File: config.mk
export PLATFORM = sky130hd
export DESIGN_NAME = lmg_move_packer_flat
export DESIGN_NICKNAME = d
export VERILOG_FILES = /design/src/rtl/chess_lmg_pkg.sv /design/src/rtl/lmg_move_packer_if.sv /design/src/rtl/lmg_word_fifo.sv /design/src/rtl/lmg_move_packer.sv /design/src/flat_wrapper.sv
export SDC_FILE = /design/constraint.sdc
export NUM_CORES = 2
export LEC_CHECK = 0
export CAP_MARGIN = 20
export CELL_PAD_IN_SITES_DETAIL_PLACEMENT = 1
export CELL_PAD_IN_SITES_GLOBAL_PLACEMENT = 2
export CORE_ASPECT_RATIO = 0.9
export CORE_MARGIN = 3
export CORE_UTILIZATION = 45
export DETAILED_ROUTE_END_ITERATION = 8
export PLACE_DENSITY = 0.84
export SLEW_MARGIN = 20
export SYNTH_ARGS = -nofsm -noshare
export SYNTH_HDL_FRONTEND = slang
export SYNTH_SLANG_ARGS = --single-unit
File: constraint.sdc
create_clock -name clk -period 53.8 [get_ports clk]
set_input_delay 10.76 -clock clk [delete_from_list [all_inputs] [get_ports clk]]
set_output_delay 10.76 -clock clk [all_outputs]
set_load 0.005 [all_outputs]
File: src/rtl/chess_lmg_pkg.sv
// Shared constants, types and helpers for the LMG move FIFO.
// The packer builds words with these definitions and the control block unpacks them with the same ones.
package chess_lmg_pkg;

    localparam int MOVE_W     = 18;
    localparam int SLOTS      = 8;
    localparam int SLOT_W     = MOVE_W + 1;
    localparam int WORD_W     = SLOT_W * SLOTS;
    localparam int FIFO_DEPTH = 16;
    localparam int ADDR_W     = $clog2(FIFO_DEPTH);
    localparam int SLOT_IDX_W = $clog2(SLOTS);
    localparam int COUNT_W    = 8;

    typedef logic [MOVE_W-1:0] move_t;
    typedef logic [WORD_W-1:0] word_t;

    typedef enum logic [2:0] {
        ST_IDLE,
        ST_COLLECT,
        ST_FLUSH,
        ST_TERM,
        ST_DONE
    } packState_t;

    // Bit offset of slot k; the slot's invalid flag sits at slotOffset(k) + MOVE_W.
    function automatic int slotOffset(input int k);
        return k * SLOT_W;
    endfunction

    // Word with every slot flagged invalid and every move field zero.
    function automatic word_t makeInvalidWord();
        word_t w;
        w = '0;
        for (int k = 0; k < SLOTS; k++) begin
            w[slotOffset(k) + MOVE_W] = 1'b1;
        end
        return w;
    endfunction

    localparam word_t INVALID_WORD = makeInvalidWord();

endpackage

File: src/rtl/lmg_move_packer_if.sv
// Move-generator / control-block handshake bundle for the LMG move packer.
// master = the side driving moves and pops, slave = the packer.
interface lmg_move_packer_if;
    import chess_lmg_pkg::*;

    logic               start;
    logic               mv_valid;
    move_t              mv_data;
    logic               mv_ready;
    logic               gen_last;
    logic               rden;
    word_t              fifo_out;
    logic               fifo_empty;
    logic               done;
    logic [COUNT_W-1:0] move_count;

    modport master (
        output start, mv_valid, mv_data, gen_last, rden,
        input  mv_ready, fifo_out, fifo_empty, done, move_count
    );

    modport slave (
        input  start, mv_valid, mv_data, gen_last, rden,
        output mv_ready, fifo_out, fifo_empty, done, move_count
    );

endinterface

File: src/rtl/lmg_word_fifo.sv
// Synchronous word FIFO with a registered read port and a synchronous clear.
// Full/empty are decoded from an occupancy counter one bit wider than the pointers.
module lmg_word_fifo
    import chess_lmg_pkg::*;
#(
    parameter int DEPTH = FIFO_DEPTH,
    parameter int AW    = ADDR_W
) (
    input  logic        clk,
    input  logic        reset_n,
    input  logic        clear,
    input  logic        push,
    input  word_t       pushData,
    input  logic        pop,
    output word_t       popData,
    output logic        full,
    output logic        empty,
    output logic [AW:0] occupancy
);

    localparam logic [AW:0] FULL_COUNT = (AW + 1)'(DEPTH);

    word_t         mem [DEPTH];
    logic [AW-1:0] wrPtr;
    logic [AW-1:0] rdPtr;
    logic          doPush;
    logic          doPop;

    assign full   = (occupancy == FULL_COUNT);
    assign empty  = (occupancy == '0);
    // A clear cycle discards the buffer, so nothing else happens to it that cycle.
    assign doPush = push && !full && !clear;
    assign doPop  = pop && !empty && !clear;

    // Storage write port.
    // NOTE: the array is deliberately left out of reset; occupancy alone says which entries are live.
    always_ff @(posedge clk) begin
        if (doPush) begin
            mem[wrPtr] <= pushData;
        end
    end

    // Pointers, occupancy and registered read data.
    always_ff @(posedge clk or negedge reset_n) begin
        if (!reset_n) begin
            wrPtr     <= '0;
            rdPtr     <= '0;
            occupancy <= '0;
            popData   <= INVALID_WORD;
        end else if (clear) begin
            wrPtr     <= '0;
            rdPtr     <= '0;
            occupancy <= '0;
        end else begin
            if (doPush) begin
                wrPtr <= wrPtr + 1'b1;
            end
            if (doPop) begin
                rdPtr   <= rdPtr + 1'b1;
                popData <= mem[rdPtr];
            end
            case ({doPush, doPop})
                2'b10:   occupancy <= occupancy + 1'b1;
                2'b01:   occupancy <= occupancy - 1'b1;
                default: ;
            endcase
        end
    end

endmodule

File: src/rtl/lmg_move_packer.sv
// Producer end of the LMG move FIFO: packs single moves eight to a word with per-slot
// invalid flags, flushes a partial word and an all-invalid terminator at generation end,
// and buffers words for the control block.
module lmg_move_packer
    import chess_lmg_pkg::*;
(
    input logic              clk,
    input logic              reset_n,
    lmg_move_packer_if.slave bus
);

    localparam logic [SLOT_IDX_W-1:0] LAST_SLOT  = SLOT_IDX_W'(SLOTS - 1);
    localparam logic [ADDR_W:0]       FULL_COUNT = (ADDR_W + 1)'(FIFO_DEPTH);
    localparam logic [COUNT_W-1:0]    COUNT_MAX  = '1;

    packState_t              state;
    packState_t              nextState;
    word_t                   packReg;
    word_t                   packNext;
    logic [SLOT_IDX_W-1:0]   slotIdx;
    logic [SLOT_IDX_W-1:0]   slotNext;
    logic [COUNT_W-1:0]      moveCount;
    logic                    accept;
    logic                    mvReady;
    logic                    pushReq;
    word_t                   pushWord;
    logic                    fifoFull;
    logic                    fifoEmpty;
    logic [ADDR_W:0]         fifoCount;

    lmg_word_fifo #(
        .DEPTH (FIFO_DEPTH),
        .AW    (ADDR_W)
    ) u_fifo (
        .clk       (clk),
        .reset_n   (reset_n),
        .clear     (bus.start),
        .push      (pushReq),
        .pushData  (pushWord),
        .pop       (bus.rden),
        .popData   (bus.fifo_out),
        .full      (fifoFull),
        .empty     (fifoEmpty),
        .occupancy (fifoCount)
    );

    assign bus.mv_ready   = mvReady;
    assign bus.fifo_empty = fifoEmpty;
    assign bus.done       = (state == ST_DONE);
    assign bus.move_count = moveCount;

    // Next state, move acceptance, slot insertion and word push selection.
    always_comb begin
        // NOTE: every signal gets its default first so no path through the case can infer a latch.
        nextState = state;
        packNext  = packReg;
        slotNext  = slotIdx;
        accept    = 1'b0;
        mvReady   = 1'b0;
        pushReq   = 1'b0;
        pushWord  = packReg;

        if (bus.start) begin
            // Restart wins over everything; a move offered this cycle is refused.
            nextState = ST_COLLECT;
        end else begin
            case (state)
                ST_COLLECT: begin
                    mvReady = !fifoFull;
                    if (bus.mv_valid && !fifoFull) begin
                        accept = 1'b1;
                        packNext[slotOffset(int'(slotIdx)) +: SLOT_W] = {1'b0, bus.mv_data};
                        if (slotIdx == LAST_SLOT) begin
                            // Eighth move completes the word: push it and start a fresh one.
                            pushReq  = 1'b1;
                            pushWord = packNext;
                            packNext = INVALID_WORD;
                            slotNext = '0;
                        end else begin
                            slotNext = slotIdx + 1'b1;
                        end
                    end
                    // A blocked move must land before the generation may end.
                    if (bus.gen_last && (!bus.mv_valid || accept)) begin
                        nextState = ST_FLUSH;
                    end
                end
                ST_FLUSH: begin
                    if (slotIdx == '0) begin
                        nextState = ST_TERM;
                    end else if (!fifoFull) begin
                        pushReq   = 1'b1;
                        pushWord  = packReg;
                        packNext  = INVALID_WORD;
                        slotNext  = '0;
                        nextState = ST_TERM;
                    end
                end
                ST_TERM: begin
                    if (!fifoFull) begin
                        pushReq   = 1'b1;
                        pushWord  = INVALID_WORD;
                        nextState = ST_DONE;
                    end
                end
                default: ;
            endcase
        end
    end

    // FSM state register.
    // NOTE: sequential state uses non-blocking assignments so every register samples pre-edge values.
    always_ff @(posedge clk or negedge reset_n) begin
        if (!reset_n) begin
            state <= ST_IDLE;
        end else begin
            state <= nextState;
        end
    end

    // Pack register and slot index; start discards any partial word.
    always_ff @(posedge clk or negedge reset_n) begin
        if (!reset_n) begin
            packReg <= INVALID_WORD;
            slotIdx <= '0;
        end else if (bus.start) begin
            packReg <= INVALID_WORD;
            slotIdx <= '0;
        end else begin
            packReg <= packNext;
            slotIdx <= slotNext;
        end
    end

    // Saturating count of moves accepted since start.
    always_ff @(posedge clk or negedge reset_n) begin
        if (!reset_n) begin
            moveCount <= '0;
        end else if (bus.start) begin
            moveCount <= '0;
        end else if (accept && (moveCount != COUNT_MAX)) begin
            moveCount <= moveCount + 1'b1;
        end
    end

    // The buffer must never report more words than it can hold.
    occupancyBound: assert property (@(posedge clk) disable iff (!reset_n) fifoCount <= FULL_COUNT);

endmodule

File: src/flat_wrapper.sv
// flat-port wrapper written by rule: the top's interface ports become plain ports
module lmg_move_packer_flat import chess_lmg_pkg::*;
  (clk, reset_n, bus_start, bus_mv_valid, bus_mv_data, bus_gen_last, bus_rden, bus_mv_ready, bus_fifo_out, bus_fifo_empty, bus_done, bus_move_count);
  lmg_move_packer_if bus_i ();
  input logic clk;
  input logic reset_n;
  input wire logic [$bits(bus_i.start)-1:0] bus_start;
  input wire logic [$bits(bus_i.mv_valid)-1:0] bus_mv_valid;
  input wire logic [$bits(bus_i.mv_data)-1:0] bus_mv_data;
  input wire logic [$bits(bus_i.gen_last)-1:0] bus_gen_last;
  input wire logic [$bits(bus_i.rden)-1:0] bus_rden;
  output wire logic [$bits(bus_i.mv_ready)-1:0] bus_mv_ready;
  output wire logic [$bits(bus_i.fifo_out)-1:0] bus_fifo_out;
  output wire logic [$bits(bus_i.fifo_empty)-1:0] bus_fifo_empty;
  output wire logic [$bits(bus_i.done)-1:0] bus_done;
  output wire logic [$bits(bus_i.move_count)-1:0] bus_move_count;
  assign bus_i.start = bus_start;
  assign bus_i.mv_valid = bus_mv_valid;
  assign bus_i.mv_data = bus_mv_data;
  assign bus_i.gen_last = bus_gen_last;
  assign bus_i.rden = bus_rden;
  assign bus_mv_ready = bus_i.mv_ready;
  assign bus_fifo_out = bus_i.fifo_out;
  assign bus_fifo_empty = bus_i.fifo_empty;
  assign bus_done = bus_i.done;
  assign bus_move_count = bus_i.move_count;
  lmg_move_packer u_core (.clk(clk), .reset_n(reset_n), .bus(bus_i));
endmodule
==> metrics.md <==
| Metric | Value |
|---|---|
| CTS tree | built |
| Post-cts sizing count | 0 |
| LEAKAGE | 38.1 nW |
| Ys async rst share | 0.120 |
| RSZ-0062 raised after global routing | no |
| P_int | 4.03 mW |
| Commonest non-fill, non-tap cell in the layout | edfxtp_1 |
| Critical Path Sink Type | primary output |
| Clock Latency Late Sink | 0.91 ns |
| Antenna violations before repair | 10 |
| Worst-margin pin slew | 1.25 ns |
| Crit Path Class | in2out |
| CP max stage delay | 0.61 ns |
| Port Buf Inserts | 186 |
| Routed vias | 54000 |
| GRT Overall Usage | 0.239 |
| FP Rows | 168 |
| Max Fanout on Critical Path | 32 |
| Core Util, Final | 0.517 |
| First-pass GRT wire length | 416000 microns |
| Vias/cell | 6.33 |
| Die height | 466 microns |
| Final Critical Period | 23.80 ns |
| Drt total wl | 288000 microns |
| Number of global-route vias before repair | 57400 |
| Multi-input logic area | 0.0231 sq mm |
| Yosys reg bits | 2763 |
| Clock Tree Root | clkbuf_16 |
| Pin count of the biggest net entering global routing | 143 |
| Die Wd | 517 microns |
| Hold Buf Count CTS | 0 |
| H-tree depth | 5 |
| Antenna viol nets, final | 0 |
| Cell taking the most area after synthesis | edfxtp_1 |
| Power Density | 45.4 mW/mm^2 |
| Sequential share of power | 0.463 |
| Layout area overhead | 14.0% |
| Avg Cell Area, Syn | 21.4 sq um |
| Initial DRC Count | 6700 |
| Max VDD drop | 0.0406 mV |
| CORE AREA | 0.233 sq mm |
| Post-Syn Nets | 4972 |
| Part of the power in combinational logic | 0.189 |
| Post-synth EDFFs | 2432 |
| Residual DRC count | 0 |
| GR Overflow Total | 0 |
| Clk slew on worst S/H paths | 0.06 ns |
| Fin. max-slew vios | 0 |
| P_sw | 1.43 mW |
| Synth top area cells | edfxtp_1 69%, mux4_2 13%, dfrtp_1 7.5% |
| Final setup TNS | 0 ns |
| Ratio of final minimum period to clock period | 0.442 |
| Synth cell types | 56 |
| R2r setup slk | 48.58 ns |
| Clk pwr share | 0.348 |
| Layout filler cell count | 20300 |
| Worst Setup Start Kind | input port |
| Slew HR | 0.167 |
| Initial core utilization | 0.453 |
| Final nets | 5314 |
| Primary FF master, synth | edfxtp_1 |
| Max-cap violations | 0 |
| Synth warnings | 0 |
| Area of the mapped netlist | 0.106 sq mm |
| Ports | 187 |
| Critical path buffer and inverter count | 3 |
| Cells after Synth | 4933 |
| Post-synthesis sequential area ratio | 0.770 |
| Slowest-stage cell, CP | clkdlybuf4s50_1 |
| Clock Skews | 0.0719 ns |
| Dpl hpwl | 149000 microns |
| Crit path required time | 43.04 ns |
| Share of Yosys cell area claimed by the top area cell type | 0.691 |
| Share of layout cells above drive strength 1 | 0.225 |
| Drt pass-1 iters | 6 |
| Sw Ratio | 0.261 |
| Hold/Removal Path Class | reg2reg |
| CTS max path bufs | 4 |
| Final Hold Fails | 0 |
| Outcome | complete, no violations |
| Avg WL per Cell | 33.7 microns |
| CP dominant cell by count | clkdlybuf4s50_1 |
| Arr. time, crit path | 13.04 ns |
| Setup violators final | 0 |
| CTS Sinks | 2763 |
| Die ar. | 0.241 sq mm |
| Fmax | 42.0 MHz |
| Postcts setup bufs | 0 |
| CP cell instances | clkdlybuf4s50_1 -> buf_4 -> a21oi_1 -> and2_1 -> clkdlybuf4s50_1 |
| Register area | 0.0813 sq mm |
| Largest delay share family, worst path | buffers and inverters |
| Routability cong. | 0.767 |
| Most frequent cells in the layout | 2432 x edfxtp_1, 608 x mux4_2, 312 x dfrtp_1 |
| CTS Buf Count | 279 |
[flip-flops by register name (all words and copies together), names as in the netlist]
register	cells
u_core.u_fifo.wrPtr	4
u_core.u_fifo.rdPtr	4
u_core.bus.move_count	8
u_core.u_fifo.popData	152
u_core.packReg	152
u_core.slotIdx	3
u_core.u_fifo.occupancy	5
u_core.state	3
u_core.u_fifo.mem	2432
[synthesized netlist by cell type (7+ instances only)]
master	count
edfxtp_1	2432
mux4_2	608
dfrtp_1	315
mux2i_1	310
nand2_1	300
o221ai_1	152
a22o_1	145
clkbuf_1	135
buf_2	116
o21ai_0	80
o2bb2ai_1	73
nor2_1	33
buf_1	30
dfstp_2	16
inv_1	16
ha_1	14
buf_4	12
a21oi_1	11
nand3_1	11
xor2_1	11
and2_1	9
a21o_1	8
and3_1	8
nand2b_1	7
[logic make-up after synthesis]
logic type | after synthesis | synth area share
buffers and inverters | 312 | 0.0131
AOI/OAI and AO/OA | 500 | 0.0381
and+or+nand+nor | 413 | 0.0171
adders and majority gates | 15 | 0.00185
xor gates and xnor gates | 12 | 0.000995
muxes | 918 | 0.159
DFF | 2763 | 0.770
[through the flow]
stage	power, mW	instance area [sq um]	worst slack [ns]	std cells	hold slack [ns]
6_report	5.46	120000	30.00	8543	0.489
2_1_floorplan	3.22	106000	27.01	4933	0.456
4_1_cts	5.50	120000	29.98	8532	0.492
5_1_grt	5.67	120000	29.96	8537	0.504
3_5_place_dp	3.60	111000	29.98	8050	0.473
3_3_place_gp	3.57	111000	29.91	8050	0.470
[power groups by stage]
stage / Sequential, mW / Combinational [mW] / Clock (mW)
floorplan: 2.52 / 0.699 / 0
global placement: 2.57 / 1.00 / 0
detailed placement: 2.57 / 1.03 / 0
CTS: 2.53 / 1.04 / 1.93
global route: 2.54 / 1.11 / 2.02
finish: 2.53 / 1.03 / 1.90
[worst reg2reg max path: stages, from the launching register on]
cell	delay (ns)
dfrtp_1	0.49
ha_1	0.30
ha_1	0.23
nand2_1	0.24
nor2b_1	0.29
o21ai_1	0.12
buf_4	0.22
nor3b_1	0.51
and2_4	0.58
buf_4	0.83
buf_4	0.94
[worst paths after layout]
check / start / endpoint / cells after the start
worst min register to register: u_core.u_fifo.popData[142] / u_core.u_fifo.popData[142] / 2
worst max-delay path: bus_start / bus_mv_ready / 5
worst max register to register: u_core.slotIdx[0] / u_core.u_fifo.mem[7][66] / 10
worst min-delay path: u_core.u_fifo.popData[142] / u_core.u_fifo.popData[142] / 2
max in group asynchronous: reset_n / u_core.u_fifo.rdPtr[2] / 3
min in group asynchronous: reset_n / u_core.u_fifo.popData[81] / 1
[cell type report]
cell class              instances  share of cell area
flip-flops and latches       2763               0.676
multi-input cells            1858               0.192
clock buffers                 405              0.0658
well taps                    3060              0.0318
repair buffers                357              0.0276
diodes                          7            0.000145
inverters                      16            0.000499
clock inverters                77             0.00693
[layer usage]
layer / global-route usage / share of wire
met1: 0.325 / 0.39
met2: 0.383 / 0.49
met3: 0.0475 / 0.081
met4: 0.0896 / 0.039
met5: 0 / 0.000031
Note: power is estimated with default switching activity, not from simulation.
